**src/rtl/line_writeback.sv**
```systemverilog
// Writeback reader for the cache line array: snapshots a requested line and streams it to memory as
// one address phase plus NBEATS data beats, then pulses a dirty-bit clear. Optional macro: LINE_WB_INVALIDATE_EN.
module line_writeback #(
    parameter int TAG_BITS   = 51,
    parameter int DATA_WIDTH = 1024,
    parameter int INDEX_BITS = 6,
    parameter int BEAT_WIDTH = 64,
    localparam int NBEATS    = DATA_WIDTH / BEAT_WIDTH,
    localparam int OFF_BITS  = $clog2(DATA_WIDTH / 8),
    localparam int ADDR_BITS = TAG_BITS + INDEX_BITS + OFF_BITS
) (
    input  logic                    clk_i,
    input  logic                    arst_i,
    input  logic                    req_valid_i,
    output logic                    req_ready_o,
    input  logic [INDEX_BITS-1:0]   req_index_i,
    output logic [INDEX_BITS-1:0]   rd_index_o,
    input  logic [TAG_BITS-1:0]     line_tag_i,
    input  logic                    line_val_i,
    input  logic                    line_dirty_i,
    input  logic [DATA_WIDTH-1:0]   line_data_i,
    output logic                    aw_valid_o,
    input  logic                    aw_ready_i,
    output logic [ADDR_BITS-1:0]    aw_addr_o,
    output logic                    w_valid_o,
    input  logic                    w_ready_i,
    output logic [BEAT_WIDTH-1:0]   w_data_o,
    output logic [BEAT_WIDTH/8-1:0] w_strb_o,
    output logic                    w_last_o,
    output logic [INDEX_BITS-1:0]   clr_index_o,
    output logic                    dirty_clr_o,
    output logic                    val_clr_o,
    output logic                    done_o,
    output logic                    done_wrote_o
);

    localparam int CNT_BITS = (NBEATS > 1) ? $clog2(NBEATS) : 1;

    typedef enum logic [1:0] {IDLE, ADDR, DATA, FIN} state_t;

    state_t                  state_reg, state_next;
    logic [CNT_BITS-1:0]     cnt_reg, cnt_next;
    logic [INDEX_BITS-1:0]   idx_reg;
    logic [TAG_BITS-1:0]     tag_reg;
    logic [DATA_WIDTH-1:0]   data_reg;
    logic                    wrote_reg;
    logic                    accept;
    logic                    last_beat;
    logic [BEAT_WIDTH-1:0]   beats [NBEATS];

    assign accept    = (state_reg == IDLE) && req_valid_i;
    assign last_beat = (cnt_reg == CNT_BITS'(NBEATS - 1));

    always_ff @(posedge clk_i or posedge arst_i) begin
        if (arst_i) begin
            state_reg <= IDLE;
            cnt_reg   <= '0;
        end else begin
            state_reg <= state_next;
            cnt_reg   <= cnt_next;
        end
    end

    // Snapshot of the line taken at acceptance; later array writes cannot disturb the burst.
    always_ff @(posedge clk_i or posedge arst_i) begin
        if (arst_i) begin
            idx_reg   <= '0;
            tag_reg   <= '0;
            data_reg  <= '0;
            wrote_reg <= 1'b0;
        end else if (accept) begin
            idx_reg   <= req_index_i;
            tag_reg   <= line_tag_i;
            data_reg  <= line_data_i;
            wrote_reg <= line_val_i && line_dirty_i;
        end
    end

    generate
        for (genvar gi = 0; gi < NBEATS; gi++) begin : g_beat
            assign beats[gi] = data_reg[gi*BEAT_WIDTH +: BEAT_WIDTH];
        end
    endgenerate

    assign aw_addr_o   = {tag_reg, idx_reg, {OFF_BITS{1'b0}}};
    assign w_data_o    = beats[cnt_reg];
    assign w_strb_o    = '1;
    assign clr_index_o = idx_reg;

    always_comb begin
        state_next   = state_reg;
        cnt_next     = cnt_reg;
        req_ready_o  = 1'b0;
        rd_index_o   = idx_reg;
        aw_valid_o   = 1'b0;
        w_valid_o    = 1'b0;
        w_last_o     = 1'b0;
        dirty_clr_o  = 1'b0;
        done_o       = 1'b0;
        done_wrote_o = 1'b0;
        case (state_reg)
            IDLE: begin
                req_ready_o = 1'b1;
                rd_index_o  = req_index_i;
                if (req_valid_i) begin
                    state_next = (line_val_i && line_dirty_i) ? ADDR : FIN;
                end
            end
            ADDR: begin
                aw_valid_o = 1'b1;
                if (aw_ready_i) begin
                    state_next = DATA;
                    cnt_next   = '0;
                end
            end
            DATA: begin
                w_valid_o = 1'b1;
                w_last_o  = last_beat;
                if (w_ready_i) begin
                    if (last_beat) begin
                        state_next = FIN;
                        cnt_next   = '0;
                    end else begin
                        cnt_next = cnt_reg + 1'b1;
                    end
                end
            end
            FIN: begin
                done_o       = 1'b1;
                done_wrote_o = wrote_reg;
                dirty_clr_o  = wrote_reg;
                state_next   = IDLE;
            end
            default: state_next = IDLE;
        endcase
    end

`ifdef LINE_WB_INVALIDATE_EN
    // Captured valid bit: a written line is always valid, so this covers both invalidate cases.
    logic val_reg;

    always_ff @(posedge clk_i or posedge arst_i) begin
        if (arst_i) begin
            val_reg <= 1'b0;
        end else if (accept) begin
            val_reg <= line_val_i;
        end
    end

    assign val_clr_o = (state_reg == FIN) && val_reg;
`else
    assign val_clr_o = 1'b0;
`endif

endmodule

```
**config.mk**
```make
export PLATFORM = sky130hd
export DESIGN_NAME = line_writeback
export DESIGN_NICKNAME = d
export VERILOG_FILES = /design/src/rtl/line_writeback.sv
export SDC_FILE = /design/constraint.sdc
export NUM_CORES = 2
export LEC_CHECK = 0
export ABC_AREA = 1
export BUFFER_PORTS_ARGS = -buffer_cell sky130_fd_sc_hd__buf_2
export CORE_AREA = 2 2 481 483
export CTS_CLUSTER_DIAMETER = 60
export DETAILED_ROUTE_END_ITERATION = 10
export DIE_AREA = 0 0 483 485
export GPL_TIMING_DRIVEN = 0
export PLACE_DENSITY = 0.46
export RECOVER_POWER = 25
export SETUP_SLACK_MARGIN = 0.4
export SLEW_MARGIN = 30
export SYNTH_ARGS = -nofsm -noshare
export SYNTH_HDL_FRONTEND = slang
export SYNTH_SLANG_ARGS = --single-unit
```
**constraint.sdc**
```tcl
create_clock -name clk_i -period 45.3 [get_ports clk_i]
set_input_delay 9.06 -clock clk_i [delete_from_list [all_inputs] [get_ports clk_i]]
set_output_delay 9.06 -clock clk_i [all_outputs]
set_load 0.05 [all_outputs]
```
; ---- Word level (Yosys, flattened, before mapping)
; Index checks and enable logic that the tools add are counted.
; Widths: inputs -> output; s select.
[classes]
shifts = 0
n_div = 0
magnitude_cmp = 1
n_mul = 0
bitwise_logic = 1
addsub = 1
eq_ne = 8
n_reduce_logical = 6
mux = 20
[ops]
columns = operator, count
row1 = $bmux 64 s4, 1
row2 = $mux 64, 2
row3 = $mux 4, 3
row4 = $mux 2, 5
row5 = $ne 2x2->1 const B, 4
row6 = $pmux 2 s4, 1
row7 = $pmux 4 s2, 1
row8 = $mux 1, 6
row9 = $mux 6, 1
row10 = $ge 5x5->1 const B, 1
row11 = $not 4->5, 1
row12 = $add 4x1->4 const B, 1
row13 = $eq 2x2->1 const B, 2
row14 = $eq 4x4->1 const B, 1
row15 = $reduce_and 4->1, 1
row16 = $reduce_and 3->1, 1
row17 = $eq 2x1->1 const B, 1
row18 = $logic_and 1x1->1, 2
row19 = $logic_not 2->1, 1
row20 = $reduce_bool 2->1, 1
[word_totals]
latch_bits = 0
ramBits = 0
in_bits = 1088
mem_count = 0
romBits = 0
elab_cells = 43
output_inout_bits = 156
ff_bits = 1088

; ---- Logic depth before layout (Yosys ltp)
[logic_depth]
word_depth = 4
ltp_mapped = 10
ltp_nobuf = 8

; ---- Worst setup path after synthesis
; OpenSTA, ideal clock, no wires.
[synth_path]
path_type = input -> output
start = in req_index_i[0]
end = out rd_index_o[0]
setup_slack_ns = 26.066
path_buffers = 0
cell_stages = 2
required_ns = 36.240
arrival_time_ns = 10.174
cell_sequence = inv_1 > o21ai_0
[synth_via]
elab_chain_len = 1
[synth_lines]
columns = item, line_no
row1 = "start, declared", 16  ; input logic [INDEX_BITS-1:0] req_index_i,
row2 = $mux 6, 101  ; case (state_reg)
row3 = "end, declared", 17  ; output logic [INDEX_BITS-1:0] rd_index_o,
; Every way passes these cells.

; ---- Worst setup path in the final report
; Same ends and word-level chain as after synthesis.

==> results.ini <==
[critical_path]
cp-start-kind = primary input
r2r_cells = 8
r2r_end = data_reg[535]
crit_required_ps = 36240
crit_arrival_ps = 9650
r2r_setup_slack_ps = 41550
cp_max_fo = 2
r2r-start = state_reg[0]
critical_path_class = primary input to output port
worstSetupEndpointType = output port

[hold_path]
worstHoldStart = tag_reg[18]
holdPathEnd = tag_reg[18]
holdPathStages = 1
hold_path_class = flop to flop

[drt]
firstDrtPassIters = 5
dr.first_iter.drc_count = 3253
wirelength_um = 295000
drcViolationCount = 0
wl_per_cell_um = 27.60
ant_nets = 0
via_per_inst = 4.510
dr_total_vias = 48200

[clock_tree]
clk_latency_ps = 790
cts_htree_levels = 4
path_clk_slew_ps = 50
cts_num_sinks = 1088
clockRootBuffer = clkbuf_16
hold_buffers = 0
cts-resized-gates = 0
cts_buffers = 150
cts_tree = done
clock_path_buffers = 3
post_cts_buffers = 0

[layout]
drive_gt1_share_pct = 30.29
final.fill_count = 25030
largest_reg_flops = 1024
fin_cells = 10690
syn_to_final_growth_pct = 30.57
fin_nets = 8559
fin_area_um2 = 67360

[timing]
hold_viol_final = 0
slew-limit-headroom_pct = -221.9
period_needed_ps = 18710
finalSetupViolations = 0
fin_crit_sh_pct = 41.31
tightest_slew_ps = 4828
clock.fmax_mhz = 53.44
rsz0062_at_grt = no
drv_slew = 556
fin_worst_skew_ps = 24.82
fin_tns_setup_ps = 0

[placed_design]
postPlaceCellArea_um2 = 62130
routabilityCongestion = 0.9534
dp_cells = 10340
portBuffers = 1227
post-dp-hpwl_um = 243400

[synthesis]
synth_edf_count = 0
yosysMostFrequentCell = nand2_1
synth_warnings = 0
synth_common_cells = nand2_1 (1,372), dfrtp_1 (1,088), nor2_1 (970)
syn_avg_cell_area_um2 = 8.525
yosys-top-cells-area = dfrtp_1 (53%), mux2_2 (11%), nand2_1 (10%)
synth_area_um2 = 51590
ys_seq_area_share_pct = 52.77
yosys.area.top_type = dfrtp_1
synth_top_area_share_pct = 52.77
synthCells = 6052
ys_ff_latch = 1088
ys_types = 18
synthArstFlopShare_pct = 100.0
synth_flop_cell = dfrtp_1

[floorplanning]
die-area_um2 = 234300
start_util_pct = 22.53
fp.dieW_um = 483
coreArea_um2 = 229000
rows = 176
die_h_um = 485
io_pins = 1244

[power_and_ir_drop]
ir_drop_mv = 0.04632
leakage_nw = 33.83
powerDensity_nw_per_um2 = 76.79
power_mw = 5.173

[global_route]
grt_pass1_vias = 48960
grt_first_pass_wirelength_um = 397300
grt_max_degree = 86
grt.overflow.total = 0
track_usage_pct = 24.61
antenna_found_initial = 185

[outcome]
violations = capacitance limit, slew limit
outcome = complete, but fails checks

[run]
maxCapViolCount = 8

## worst max path at each step
stage                              start             end  slack [ps]  cells after the start
after global routing              arst_i   data_reg[992]       25870                      8
final                     req_index_i[0]   rd_index_o[0]       26590                      4
after global placement            arst_i   data_reg[608]      -10060                      2
after floorplan                   arst_i  clr_index_o[0]        5610                      1
after detailed placement  req_index_i[0]   rd_index_o[0]       26590                      4
after CTS                 req_index_i[0]   rd_index_o[0]       26590                      4
## logic make-up after synthesis
| kind of cell | synth area share (%) |
|---|---|
| AO/OA/AOI/OAI | 6.412 |
| buffers and inverters | 8.328 |
| flip-flops | 52.77 |
| adder cells (fa/ha/maj) | 0.1455 |
| AND/OR/NAND/NOR | 21.44 |
| other | 0.01456 |
| multiplexers | 10.89 |
## power breakdown
group / leakage, nW / internal (mW) / total [mW] / switching [mW]
Clock: 2.56 / 0.764 / 1.25 / 0.491
Combinational: 19.0 / 0.679 / 2.27 / 1.59
Sequential: 12.2 / 1.45 / 1.65 / 0.204
## critical path, stage by stage
cell and delay, ps:
buf_2 70, inv_1 40, o21ai_0 170, buf_2 300
## area by class of cell
type / instances / area (µm²) / share of cell area [%]
buffer: 405 / 2061 / 3.059
antenna: 82 / 205.2 / 0.3046
timing repair buffer: 1247 / 6509 / 9.662
sequential: 1088 / 27230 / 40.42
clock buffer: 200 / 4328 / 6.425
inverter: 596 / 2241 / 3.327
multi-input combinational: 3977 / 20120 / 29.87
tap: 3026 / 3786 / 5.620
clock inverter: 67 / 888.4 / 1.319
## metrics by stage
step	utilization, %	hold WS (ps)	setup WS, ps
after floorplan	-	453.4	5609
after global placement	26.88	476.7	-10060
after detailed placement	27.13	489.1	26590
after CTS	29.41	501.6	26590
after global routing	29.37	509.9	25870
final	29.41	496.9	26590
## layout by cell type, fill, tap and decap left out, drive strengths merged
master    count
conb         16
nor2        970
bufinv       16
clkinvlp      9
inv         607
buf        1570
diode        82
dfrtp      1088
mux2        499
o21ai        81
clkinv       31
clkbuf      282
nand2      1373
nand3       452
a21oi       580
ha            6
## routing by layer
metal	vias to the layer above	GRT usage, %	part of all wire (%)
met5	-	0	0.20
met4	92	8.636	3.5
met3	483	6.035	7.1
met2	1933	40.20	46
met1	23720	31.57	43
li1	21970	-	-
Note: power is estimated with default switching activity, not from simulation.
